==> config.mk <==
export PLATFORM = sky130hd
export DESIGN_NAME = aq_axi_lite_local_bridge
export DESIGN_NICKNAME = d
export VERILOG_FILES = /design/src/rtl/aq_axi_lite_local_bridge.sv
export SDC_FILE = /design/constraint.sdc
export NUM_CORES = 1
export LEC_CHECK = 0
export ABC_CLOCK_PERIOD_IN_PS = 3000
export CORE_AREA = 2 2 145 147
export CTS_CLUSTER_SIZE = 16
export DETAILED_ROUTE_END_ITERATION = 8
export DIE_AREA = 0 0 147 149
export DONT_BUFFER_PORTS = 1
export GPL_TIMING_DRIVEN = 0
export PLACE_DENSITY = 0.65
export SETUP_SLACK_MARGIN = 0.02
export SYNTH_ARGS = -nofsm -noshare
export SYNTH_HDL_FRONTEND = slang
export SYNTH_SLANG_ARGS = --single-unit
==> constraint.sdc <==
create_clock -name CLK -period 3 [get_ports CLK]
set_clock_uncertainty 0.2 [all_clocks]
set_input_delay 0.75 -clock CLK [delete_from_list [all_inputs] [get_ports CLK]]
set_output_delay 0.75 -clock CLK [all_outputs]
set_load 0.01 [all_outputs]
==> src/rtl/aq_axi_lite_local_bridge.sv <==
// aq_axi_lite_local_bridge
//   Bridges an AXI4-Lite slave port onto a simple single-cycle-select local bus
//   master. Only one access is in flight at a time. Addresses pass through
//   unmodified, and there is no address decode.
//
//   Parameters
//     TIMEOUT_CYCLES : number of CLK cycles LOCAL_CS may stay high without
//                      LOCAL_ACK before the access is aborted with SLVERR.
//
//   Ports
//     CLK, RST_N            : clock (rising edge) and synchronous active-low reset
//     S_AXI_AW* / S_AXI_W*  : write address / write data channels
//     S_AXI_B*              : write response channel
//     S_AXI_AR* / S_AXI_R*  : read address / read data channels
//     LOCAL_CS, LOCAL_RNW   : local access strobe and direction (1 = read)
//     LOCAL_ADDR/BE/WDATA   : local access address, byte enables and write data
//     LOCAL_ACK, LOCAL_RDATA: slave completion strobe and read data
//
//   All outputs are registered.
module aq_axi_lite_local_bridge #(
   parameter int TIMEOUT_CYCLES = 256
) (
   input  logic        CLK,
   input  logic        RST_N,
   // write address
   input  logic [31:0] S_AXI_AWADDR,
   input  logic        S_AXI_AWVALID,
   output logic        S_AXI_AWREADY,
   // write data
   input  logic [31:0] S_AXI_WDATA,
   input  logic [3:0]  S_AXI_WSTRB,
   input  logic        S_AXI_WVALID,
   output logic        S_AXI_WREADY,
   // write response
   output logic [1:0]  S_AXI_BRESP,
   output logic        S_AXI_BVALID,
   input  logic        S_AXI_BREADY,
   // read address
   input  logic [31:0] S_AXI_ARADDR,
   input  logic        S_AXI_ARVALID,
   output logic        S_AXI_ARREADY,
   // read data
   output logic [31:0] S_AXI_RDATA,
   output logic [1:0]  S_AXI_RRESP,
   output logic        S_AXI_RVALID,
   input  logic        S_AXI_RREADY,
   // local bus master
   output logic        LOCAL_CS,
   output logic        LOCAL_RNW,
   input  logic        LOCAL_ACK,
   output logic [31:0] LOCAL_ADDR,
   output logic [3:0]  LOCAL_BE,
   output logic [31:0] LOCAL_WDATA,
   input  logic [31:0] LOCAL_RDATA
);

   localparam int             TW     = $clog2(TIMEOUT_CYCLES) + 1;
   localparam logic [TW-1:0]  T_LAST = TW'(TIMEOUT_CYCLES - 1);
   localparam logic [1:0]     OKAY   = 2'b00;
   localparam logic [1:0]     SLVERR = 2'b10;

   typedef enum logic [2:0] {
      S_IDLE,
      S_WRITE,
      S_WRESP,
      S_READ,
      S_RRESP
   } state_t;

   // write request assembled from independently arriving AW and W beats
   typedef struct packed {
      logic [31:0] addr;
      logic [31:0] data;
      logic [3:0]  strb;
   } wr_req_t;

   state_t        state, state_n;
   logic          aw_lat, aw_lat_n;
   logic          w_lat, w_lat_n;
   wr_req_t       wreq, wreq_n;
   logic          prio_rd, prio_rd_n;   // 1: a read wins the next tie
   logic [TW-1:0] tcnt, tcnt_n;

   logic          awready_n, wready_n, arready_n;
   logic          bvalid_n, rvalid_n;
   logic [1:0]    bresp_n, rresp_n;
   logic [31:0]   rdata_n;
   logic          cs_n, rnw_n;
   logic [31:0]   addr_n, wdata_n;
   logic [3:0]    be_n;

   logic          aw_hs, w_hs, ar_hs;
   logic          wr_req, rd_req, offer_rd;

   assign aw_hs = S_AXI_AWVALID & S_AXI_AWREADY;
   assign w_hs  = S_AXI_WVALID  & S_AXI_WREADY;
   assign ar_hs = S_AXI_ARVALID & S_AXI_ARREADY;

   always_comb begin
      state_n   = state;
      aw_lat_n  = aw_lat;
      w_lat_n   = w_lat;
      wreq_n    = wreq;
      prio_rd_n = prio_rd;
      tcnt_n    = tcnt;
      bvalid_n  = S_AXI_BVALID;
      bresp_n   = S_AXI_BRESP;
      rvalid_n  = S_AXI_RVALID;
      rresp_n   = S_AXI_RRESP;
      rdata_n   = S_AXI_RDATA;
      cs_n      = LOCAL_CS;
      rnw_n     = LOCAL_RNW;
      addr_n    = LOCAL_ADDR;
      wdata_n   = LOCAL_WDATA;
      be_n      = LOCAL_BE;
      awready_n = 1'b0;
      wready_n  = 1'b0;
      arready_n = 1'b0;
      wr_req    = 1'b0;
      rd_req    = 1'b0;
      offer_rd  = 1'b0;

      case (state)
         S_IDLE: begin
            if (aw_hs) begin
               aw_lat_n    = 1'b1;
               wreq_n.addr = S_AXI_AWADDR;
            end
            if (w_hs) begin
               w_lat_n     = 1'b1;
               wreq_n.data = S_AXI_WDATA;
               wreq_n.strb = S_AXI_WSTRB;
            end
            // The READY offers are mutually exclusive, so ar_hs never
            // coincides with aw_hs/w_hs.
            if (ar_hs) begin
               state_n = S_READ;
               cs_n    = 1'b1;
               rnw_n   = 1'b1;
               addr_n  = S_AXI_ARADDR;
               be_n    = 4'hF;
               wdata_n = 32'h0;
               tcnt_n  = '0;
            end else if (aw_lat_n && w_lat_n) begin
               state_n  = S_WRITE;
               cs_n     = 1'b1;
               rnw_n    = 1'b0;
               addr_n   = wreq_n.addr;
               wdata_n  = wreq_n.data;
               be_n     = wreq_n.strb;
               tcnt_n   = '0;
               aw_lat_n = 1'b0;
               w_lat_n  = 1'b0;
            end
         end

         S_WRITE: begin
            // ACK takes precedence over a timeout firing in the same cycle
            if (LOCAL_ACK || tcnt == T_LAST) begin
               state_n   = S_WRESP;
               cs_n      = 1'b0;
               rnw_n     = 1'b0;
               addr_n    = 32'h0;
               wdata_n   = 32'h0;
               be_n      = 4'h0;
               bvalid_n  = 1'b1;
               bresp_n   = LOCAL_ACK ? OKAY : SLVERR;
               prio_rd_n = 1'b1;
            end else begin
               tcnt_n = tcnt + TW'(1);
            end
         end

         S_WRESP: begin
            if (S_AXI_BREADY) begin
               state_n  = S_IDLE;
               bvalid_n = 1'b0;
               bresp_n  = OKAY;
            end
         end

         S_READ: begin
            if (LOCAL_ACK || tcnt == T_LAST) begin
               state_n   = S_RRESP;
               cs_n      = 1'b0;
               rnw_n     = 1'b0;
               addr_n    = 32'h0;
               wdata_n   = 32'h0;
               be_n      = 4'h0;
               rvalid_n  = 1'b1;
               rresp_n   = LOCAL_ACK ? OKAY : SLVERR;
               rdata_n   = LOCAL_ACK ? LOCAL_RDATA : 32'h0;
               prio_rd_n = 1'b0;
            end else begin
               tcnt_n = tcnt + TW'(1);
            end
         end

         S_RRESP: begin
            if (S_AXI_RREADY) begin
               state_n  = S_IDLE;
               rvalid_n = 1'b0;
               rresp_n  = OKAY;
               rdata_n  = 32'h0;
            end
         end

         default: state_n = S_IDLE;
      endcase

      // READY is registered, so the channel to offer next cycle is chosen now.
      // Once a write half is latched, only the missing half is offered.
      // Otherwise only one side is offered: the priority side, unless only
      // the other side currently has a request waiting.
      if (state_n == S_IDLE) begin
         if (aw_lat_n || w_lat_n) begin
            awready_n = !aw_lat_n;
            wready_n  = !w_lat_n;
         end else begin
            wr_req    = S_AXI_AWVALID | S_AXI_WVALID;
            rd_req    = S_AXI_ARVALID;
            offer_rd  = prio_rd_n ? !(wr_req && !rd_req) : (rd_req && !wr_req);
            awready_n = !offer_rd;
            wready_n  = !offer_rd;
            arready_n = offer_rd;
         end
      end
   end

   always_ff @(posedge CLK) begin
      if (!RST_N) begin
         state         <= S_IDLE;
         aw_lat        <= 1'b0;
         w_lat         <= 1'b0;
         wreq          <= '0;
         prio_rd       <= 1'b0;
         tcnt          <= '0;
         S_AXI_AWREADY <= 1'b0;
         S_AXI_WREADY  <= 1'b0;
         S_AXI_ARREADY <= 1'b0;
         S_AXI_BVALID  <= 1'b0;
         S_AXI_BRESP   <= 2'b00;
         S_AXI_RVALID  <= 1'b0;
         S_AXI_RRESP   <= 2'b00;
         S_AXI_RDATA   <= 32'h0;
         LOCAL_CS      <= 1'b0;
         LOCAL_RNW     <= 1'b0;
         LOCAL_ADDR    <= 32'h0;
         LOCAL_WDATA   <= 32'h0;
         LOCAL_BE      <= 4'h0;
      end else begin
         state         <= state_n;
         aw_lat        <= aw_lat_n;
         w_lat         <= w_lat_n;
         wreq          <= wreq_n;
         prio_rd       <= prio_rd_n;
         tcnt          <= tcnt_n;
         S_AXI_AWREADY <= awready_n;
         S_AXI_WREADY  <= wready_n;
         S_AXI_ARREADY <= arready_n;
         S_AXI_BVALID  <= bvalid_n;
         S_AXI_BRESP   <= bresp_n;
         S_AXI_RVALID  <= rvalid_n;
         S_AXI_RRESP   <= rresp_n;
         S_AXI_RDATA   <= rdata_n;
         LOCAL_CS      <= cs_n;
         LOCAL_RNW     <= rnw_n;
         LOCAL_ADDR    <= addr_n;
         LOCAL_WDATA   <= wdata_n;
         LOCAL_BE      <= be_n;
      end
   end

endmodule

### Word-level counts from Yosys, hierarchy flattened

Cells that the tools add are included.

| cells by class | value |
|---|---|
| add/sub/neg operators | 1 |
| equality and inequality tests | 12 |
| muxes and demuxes | 62 |
| bitwise operators | 6 |
| reductions and logical operators | 23 |

Operator list:

| cell | count |
|---|---|
| $mux W32 | 9 |
| $pmux W32 S2 | 3 |
| $mux W36 | 1 |
| $mux W9 | 3 |
| $mux W1 | 23 |
| $mux W3 | 6 |
| $pmux W9 S2 | 1 |
| $pmux W3 S5 | 1 |
| $mux W4 | 3 |
| $reduce_and A3 Y1 | 4 |
| $ne A2 B2 Y1 const B | 5 |
| $pmux W1 S2 | 5 |
| $add A9 B1 Y9 const B | 1 |
| $eq A9 B8 Y1 const B | 1 |
| $mux W2 | 4 |
| $pmux W2 S2 | 2 |
| $pmux W4 S2 | 1 |
| $eq A3 B2 Y1 const B | 2 |
| $logic_not A1 Y1 | 6 |
| $logic_not A3 Y1 | 2 |
| $reduce_bool A2 Y1 | 3 |
| $and A1 B1 Y1 | 3 |
| $eq A3 B1 Y1 const B | 1 |
| $eq A3 B3 Y1 const B | 1 |
| 9 further kinds | 13 |

| storage, ports and cells | value |
|---|---|
| register bits after elaboration | 194 |
| input port bits | 140 |
| output and inout port bits | 111 |
| logic and storage cells | 125 |

### Depth between registers and ports, before layout

Gate-level depths: netlist (run 1).

| logic depth | value |
|---|---|
| word-level depth | 10 |
| gate-level depth with buffers | 12 |

### Least setup slack after synthesis (run 1)

No wires, ideal clock.

| timing path | value |
|---|---|
| path kind | reg2reg |
| start point | register tcnt[0] |
| end point | register S_AXI_ARREADY |
| library setup time | 87 ps |
| data arrival time | 2058 ps |
| slack | 655 ps |
| stages on the path, launching flop included | 10 |
| path buffers | 0 |
| clock period less this slack | 2345 ps |
| cell sequence | dfxtp_1 -> ha_1 -> nand3_1 -> nor2_1 -> ha_1 -> nor2_2 -> mux2_1 -> a211oi_1 -> or4b_4 -> nor4b_2 |

| between the ends | value |
|---|---|
| word-level cells in the longest chain between the ends | 7 |

RTL lines:

| what | line | source |
|---|---|---|
| start: declaration | 82 | `logic [TW-1:0] tcnt, tcnt_n;` |
| start signal: assignment | 257 | `tcnt <= tcnt_n;` |
| $eq A9 B8 Y1 * | 159, 183 |  |
| $logic_or A1 B1 Y1 * | 159, 183 |  |
| $mux W3, on equally long branches | 183, 159 |  |
| $pmux W3 S5 | 123 | `case (state)` |
| $logic_not A3 Y1 | 215 | `if (state_n == S_IDLE) begin` |
| $not A1 Y1 (no source line) | - |  |
| $reduce_or A3 Y1 (no source line) | - |  |
| end signal: assignment | 260 | `S_AXI_ARREADY <= arready_n;` |
| end: declaration | 41 | `output logic S_AXI_ARREADY,` |

Mark *: on every way between the ends. The rest lies on a longest branch, timed or not.
A chain may end at the register's enable or synchronous reset.

### Worst setup path after layout (run 1)

| timing path | value |
|---|---|
| start point | register tcnt[0] |
| end point | register LOCAL_WDATA[30] |

| between the ends | value |
|---|---|
| word-level cells in the longest chain between the ends | 4 |

RTL lines:

| what | line | source |
|---|---|---|
| $eq A9 B8 Y1 | 159, 183 |  |
| $logic_or A1 B1 Y1 | 159, 183 |  |
| $ne A2 B1 Y1 (no source line) | - |  |
| $reduce_and A3 Y1 (no source line) | - |  |
| end signal: assignment | 269 | `LOCAL_WDATA <= wdata_n;` |
| end: declaration | 53 | `output logic [31:0] LOCAL_WDATA,` |

No other way between the ends.

==> flow_summary.json, run 1 <==
{
  "arrival_ps": 2770,
  "fin_util_pct": 43.3,
  "core-area_sq_um": 20600,
  "p_leak_uw": 0.00336,
  "die_y_um": 149,
  "relSlewSlack_pct": 59.3,
  "port_buffers": 0,
  "tightest_slew_ps": 610,
  "tns_ps": 0,
  "combPwrFrac_pct": 18.7,
  "fin_hold_ws_ps": 253,
  "ys_warn_count": 0,
  "hold_path_class": "in2reg",
  "ios": 251,
  "diodes": 0,
  "row_count": 53,
  "yosysTopAreaCell": "dfxtp_1",
  "die_area_sq_um": 21900,
  "die_x_um": 147,
  "dp_cells": 1155,
  "hold_viol_final": 0,
  "antenna_found_initial": 0,
  "min_period_ps": 2620,
  "cts_tree": "yes",
  "synth-seq-cells": 192,
  "outcome": "completed",
  "stdcell_count": 1186,
  "cts_buffers": 17,
  "switching_power_uw": 2070,
  "finalCritPeriodShare_pct": 87.4,
  "cts_root_buffer": "clkbuf_16",
  "drc_errors": 0,
  "gp_congestion": 0.779,
  "synth_top_cell_area_share_pct": 48.3,
  "routed_via_density": 5.29,
  "worst_setup_path_start_kind": "flop",
  "wl_per_cell_um": 18.4,
  "area_delta_synth_final_pct": 11.8,
  "setup_violations": 0,
  "drtAntennaViolNets": 0,
  "ys_seq_area_share_pct": 48.3,
  "p_int_uw": 4280,
  "grtUsageTotal_pct": 19.1,
  "vias": 6271,
  "power.share.clock_pct": 35.6,
  "clk_pin_slew_ps": 80,
  "p_seq_share_pct": 45.8,
  "path_class": "reg2reg",
  "grt.overflow.total": 0,
  "drt-initial-drc-count": 314,
  "switching_share_pct": 32.6,
  "grt_start_max_net_pins": 21,
  "clk_latency_ps": 430,
  "post_cts_buffers": 0,
  "crit_path_end_kind": "flop",
  "placed_area_sq_um": 8300,
  "start_util_pct": 38.7,
  "grt_pass1_wl_um": 33200,
  "max_freq_mhz": 381,
  "cts_hold_buf": 0,
  "synth_area_leaders": "dfxtp_1, nand2_1, a21boi_0",
  "ys_types": 47,
  "wl_um": 21800,
  "drv_cap": 0,
  "powerDensity_nw_per_um2": 714,
  "cts_buffer_depth": 2,
  "syn_inst": 879,
  "clock_sinks": 192,
  "dpl.hpwl_um": 15800,
  "nNetsFinal": 1040,
  "final_area_sq_um": 8890,
  "ir_drop_mv": 0.345,
  "rsz0062_at_grt": "no",
  "layout-drive-gt1-share_pct": 8.45,
  "finalMaxSlewViolations": 0,
  "cp.required_ps": 3150,
  "cp_max_fo": 10,
  "drt-pass1-iter-count": 4,
  "first_global_vias": 5816,
  "synth_area_sq_um": 7960,
  "htreeDepth": 4,
  "avgSynthCellArea_sq_um": 9.05
}
cells in the mapped netlist, drive strengths merged:
library cell / n
a211oi: 4
nand4: 3
clkbuf: 43
a21bo: 1
a32o: 1
and2: 8
a2bb2oi: 1
nand3b: 1
o21ai: 7
and3: 34
mux2i: 33
o32a: 1
buf: 28
a21oi: 74
nor3: 4
nand3: 7
a31oi: 1
mux2: 1
xor2: 4
nand2b: 2
nor2b: 42
inv: 5
maj3: 1
or4b: 1
conb: 1
nor4b: 2
dfxtp: 192
o2bb2ai: 32
a22oi: 35
o21a: 1
nor2: 46
nand2: 154
or3: 3
a22o: 36
a21boi: 68
ha: 2
layout by cell type, fill, tap and decap left out, types with 5 or more instances in the layout:
cell type  synthesis  layout
clkbuf_1          43      42
a21boi_0          68      68
a22o_1            36      36
mux2i_1           33      33
nor2b_1           42      42
o2bb2ai_1         32      32
nand2_1          154     154
a22oi_1           35      35
and3_1            34      34
clkbuf_16          0      17
buf_2             24      24
a21oi_1           72      72
nor2_1            43      43
o21ai_0            5       5
nand3_1            7       7
dfxtp_1          192     192
and2_1             8       7
per-layer routing:
layer  up-vias  global-route usage, %  wire length [um]
met5         -                      0                 0
met4         0                   5.24               278
met3        19                   6.18              1610
met2       184                   31.2             10300
met1      2951                   24.5              9660
li1       3117                      -                 -
registers in the layout (all words and copies together) (netlist names):
name           count
LOCAL_ADDR        32
S_AXI_RDATA       32
state              3
prio_rd            1
S_AXI_RRESP        1
LOCAL_BE           4
LOCAL_CS           1
S_AXI_WREADY       1
tcnt               9
S_AXI_BVALID       1
S_AXI_ARREADY      1
S_AXI_AWREADY      1
wreq              68
w_lat              1
LOCAL_WDATA       32
S_AXI_RVALID       1
LOCAL_RNW          1
aw_lat             1
S_AXI_BRESP        1
critical path: stages, from the launching register on:
cell       delay, ps
dfxtp_1          340
ha_1             220
nand3_1           80
nor2_1            40
ha_1             220
nor2_2           260
a211oi_1         120
o21ai_1          120
and2_2           310
buf_4            230
buf_2            250
o2bb2ai_1        140
worst paths after layout:
kind / slack (ps) / to / cells past startpoint / startpoint
max reg2reg: 380 / LOCAL_WDATA[30] / 11 / tcnt[0]
min reg2reg: 260 / wreq[29] / 2 / wreq[29]
max: 380 / LOCAL_WDATA[30] / 11 / tcnt[0]
min: 250 / wreq[16] / 2 / S_AXI_WDATA[12]
power by group through the flow:
| stage | clock network [uW] | logic, uW | registers, uW |
|---|---|---|---|
| 2_1_floorplan | 0 | 885 | 2920 |
| 3_3_place_gp | 0 | 1180 | 2960 |
| 3_5_place_dp | 0 | 1190 | 2970 |
| 4_1_cts | 2310 | 1190 | 2910 |
| 5_1_grt | 2400 | 1330 | 2930 |
| 6_report | 2260 | 1190 | 2910 |
final cells by class:
class,count,area [sq um]
sequential,192,3840
buffer,70,308
tap,275,344
clock inverter,15,165
clock buffer,17,425
fill,2049,11700
inverter,5,18.8
multi-input combinational,612,3790
repair_timing:
action,CTS,global route
resized for setup,0,1
endpoints found under the setup margin,0,46
endpoints found under the hold margin,0,0
logic make-up after synthesis:
family,share of synthesized area (%)
other,0.0471
DFF,48.3
adders and majority gates,0.440
xor gates and xnor gates,0.440
AOI/OAI and AO/OA,23.8
muxes,4.29
buffers and inverters,4.15
and+or+nand+nor,18.5
metrics by stage:
step	worst slack (ps)	total power, uW
floorplan	655	3810
global placement	6.16	4140
detailed placement	33.7	4160
CTS	25.2	6410
global route	121	6660
finish	378	6350
Power figures use the tool's default switching activity.
==> run 2, diff against run 1 <==
ABC_AREA = 1   (was unset)
CORE_AREA = 2 2 147 149   (was 2 2 145 147)
DIE_AREA = 0 0 149 151   (was 0 0 147 149)
PLACE_DENSITY = 0.66   (was 0.65)
==> run 2 against run 1 <==
  * Die area increased by 2.7%
  * Sequential share of layout area decreased by 1.1 points
  * Clock-buffer cell count increased by 1
  * Largest cell class unchanged
==> flow_summary.json, run 2 <==
{
  "tns_ps": 0,
  "async_flop_share_pct": 0,
  "yosysMostFrequentCell": "nand2_1",
  "ys_seq_area_share_pct": 46.9,
  "largest_register_ffs": 68,
  "cts_resized": 0,
  "synth_ff_type": "dfxtp_1",
  "avgSynthCellArea_sq_um": 7.20,
  "drv_cap": 0,
  "cts_hold_buf": 0,
  "r2r-end": "LOCAL_BE[3]",
  "finalCritPeriodShare_pct": 82.2,
  "combPwrFrac_pct": 31.8,
  "area_delta_synth_final_pct": 11.4,
  "dpl.hpwl_um": 17400,
  "start_util_pct": 39.4,
  "fin_total_pwr_uw": 7900,
  "cp.required_ps": 3080,
  "grt_pass1_wl_um": 37000,
  "grt.overflow.total": 0,
  "core-area_sq_um": 20800,
  "yosysTopAreaCell": "dfxtp_1",
  "synth_edf_count": 0,
  "dp_cells": 1414,
  "relSlewSlack_pct": 46.5,
  "row_count": 53,
  "max_freq_mhz": 406,
  "syn_inst": 1138,
  "tightest_slew_ps": 803,
  "wl_per_cell_um": 16.5,
  "drt-pass1-iter-count": 5,
  "hold_path_class": "reg2reg",
  "die_area_sq_um": 22500,
  "gp_congestion": 0.835,
  "antenna_found_initial": 1,
  "p_int_uw": 4880,
  "clk_latency_ps": 430,
  "hold_viol_final": 0,
  "placed_area_sq_um": 8540,
  "synth_area_sq_um": 8200,
  "critical_path.endpoint": "LOCAL_BE[3]",
  "cp_max_fo": 10,
  "cts_tree": "yes",
  "routed_via_density": 5.21,
  "grt_start_max_net_pins": 19,
  "stdcell_count": 1446,
  "synth_top_cell_area_share_pct": 46.9,
  "synth-seq-cells": 192,
  "switching_share_pct": 38.2,
  "cts_root_buffer": "clkbuf_16",
  "synth_area_leaders": "dfxtp_1, nand2_1, a21oi_1",
  "port_buffers": 0,
  "path_class": "reg2reg",
  "layout_commonest_cell": "nand2_1",
  "rrSetupSlack_ps": 530,
  "switching_power_uw": 3020,
  "final_cell_mix": "nand2_1, dfxtp_1, a21oi_1",
  "die_x_um": 149,
  "vias": 7529,
  "grtUsageTotal_pct": 20.9,
  "powerDensity_nw_per_um2": 865,
  "crit_path_start": "tcnt[0]",
  "cts_buffers": 17,
  "diodes": 0,
  "post_cts_buffers": 0,
  "setup_violations": 0,
  "ys_warn_count": 0,
  "rsz0062_at_grt": "no",
  "ir_drop_mv": 0.373,
  "power.share.clock_pct": 28.9,
  "largest_register": "wreq",
  "arrival_ps": 2550,
  "min_period_ps": 2470,
  "worst-r2r-cell-count": 12,
  "finalMaxSlewViolations": 0,
  "first_global_vias": 7131,
  "htreeDepth": 4,
  "nNetsFinal": 1300,
  "cts_buffer_depth": 2,
  "worst_setup_path_start_kind": "flop",
  "synthTopCellsByCount": "nand2_1, dfxtp_1, a21oi_1, o21ai_0, inv_1",
  "die_y_um": 151,
  "wl_um": 23800,
  "drtAntennaViolNets": 0,
  "clk_pin_slew_ps": 70,
  "worstReg2RegStart": "tcnt[0]",
  "p_leak_uw": 0.00335,
  "drt-initial-drc-count": 457,
  "clock_sinks": 192,
  "drc_errors": 0,
  "fill_cells": 2155,
  "final_area_sq_um": 9130,
  "ys_types": 28,
  "crit_path_end_kind": "flop",
  "p_seq_share_pct": 39.3,
  "fin_util_pct": 43.8,
  "layout-drive-gt1-share_pct": 7.17,
  "ios": 251,
  "outcome": "completed"
}
run 2: area by class of cell:
| class | count | area (sq um) | area share (%) |
|---|---|---|---|
| plain buffers | 81 | 438 | 4.80 |
| clock buffers | 18 | 439 | 4.81 |
| clock inverters | 14 | 145 | 1.59 |
| inverters | 91 | 342 | 3.74 |
| multi-input cells | 775 | 3580 | 39.2 |
| flip-flops and latches | 192 | 3840 | 42.1 |
| well taps | 275 | 344 | 3.77 |
run 2: kinds of logic (layout without fill, tap and decap cells):
| logic type | count (synthesis) | in the layout | share of synthesized area [%] |
|---|---|---|---|
| buf+inv | 172 | 204 | 9.51 |
| other cells | 1 | 2 | 0.0458 |
| compound gates | 356 | 356 | 22.3 |
| fa+ha+maj | 2 | 2 | 0.305 |
| simple gates | 413 | 413 | 20.8 |
| xor+xnor | 2 | 2 | 0.214 |
| flops | 192 | 192 | 46.9 |
run 2: per-stage QoR:
stage / setup slack (ps) / hold WS, ps
global route: 236 / 235
finish: 534 / 250
detailed placement: 437 / 238
floorplan: 907 / 225
global placement: 452 / 233
CTS: 525 / 238
run 2: worst min-delay path by stage:
stage | from | to | slack, ps | cells after the start
final | wreq[12] | wreq[12] | 250 | 2
after global routing | LOCAL_RDATA[31] | S_AXI_RDATA[31] | 240 | 2
after CTS | LOCAL_RDATA[31] | S_AXI_RDATA[31] | 240 | 2
after detailed placement | wreq[22] | wreq[22] | 240 | 2
after global placement | wreq[10] | wreq[10] | 230 | 2
after floorplan | wreq[25] | wreq[25] | 220 | 2
run 2: power by group through the flow:
stage                     Clock [uW]  Sequential, uW  Combinational (uW)
final                           2290            3100                2510
after global routing            2440            3140                2810
after CTS                       2340            3100                2520
after detailed placement           0            3160                2510
after global placement             0            3150                2480
after floorplan                    0            3110                1840
run 2: worst max-delay path, cell delays in order, from the launching register on:
cell	delay, ps
dfxtp_1	370
ha_1	200
nand2_1	90
nor2_1	130
nand2_1	80
nor2_1	160
ha_1	200
nor2_1	60
nand2_1	200
nand3_4	260
buf_6	240
nand2_1	60
a21oi_1	60
run 2: layer usage:
layer	wire length (um)	global-route usage [%]
met5	16	0
met3	1710	6.57
met4	552	7.05
met1	10500	26.2
met2	11100	34.2
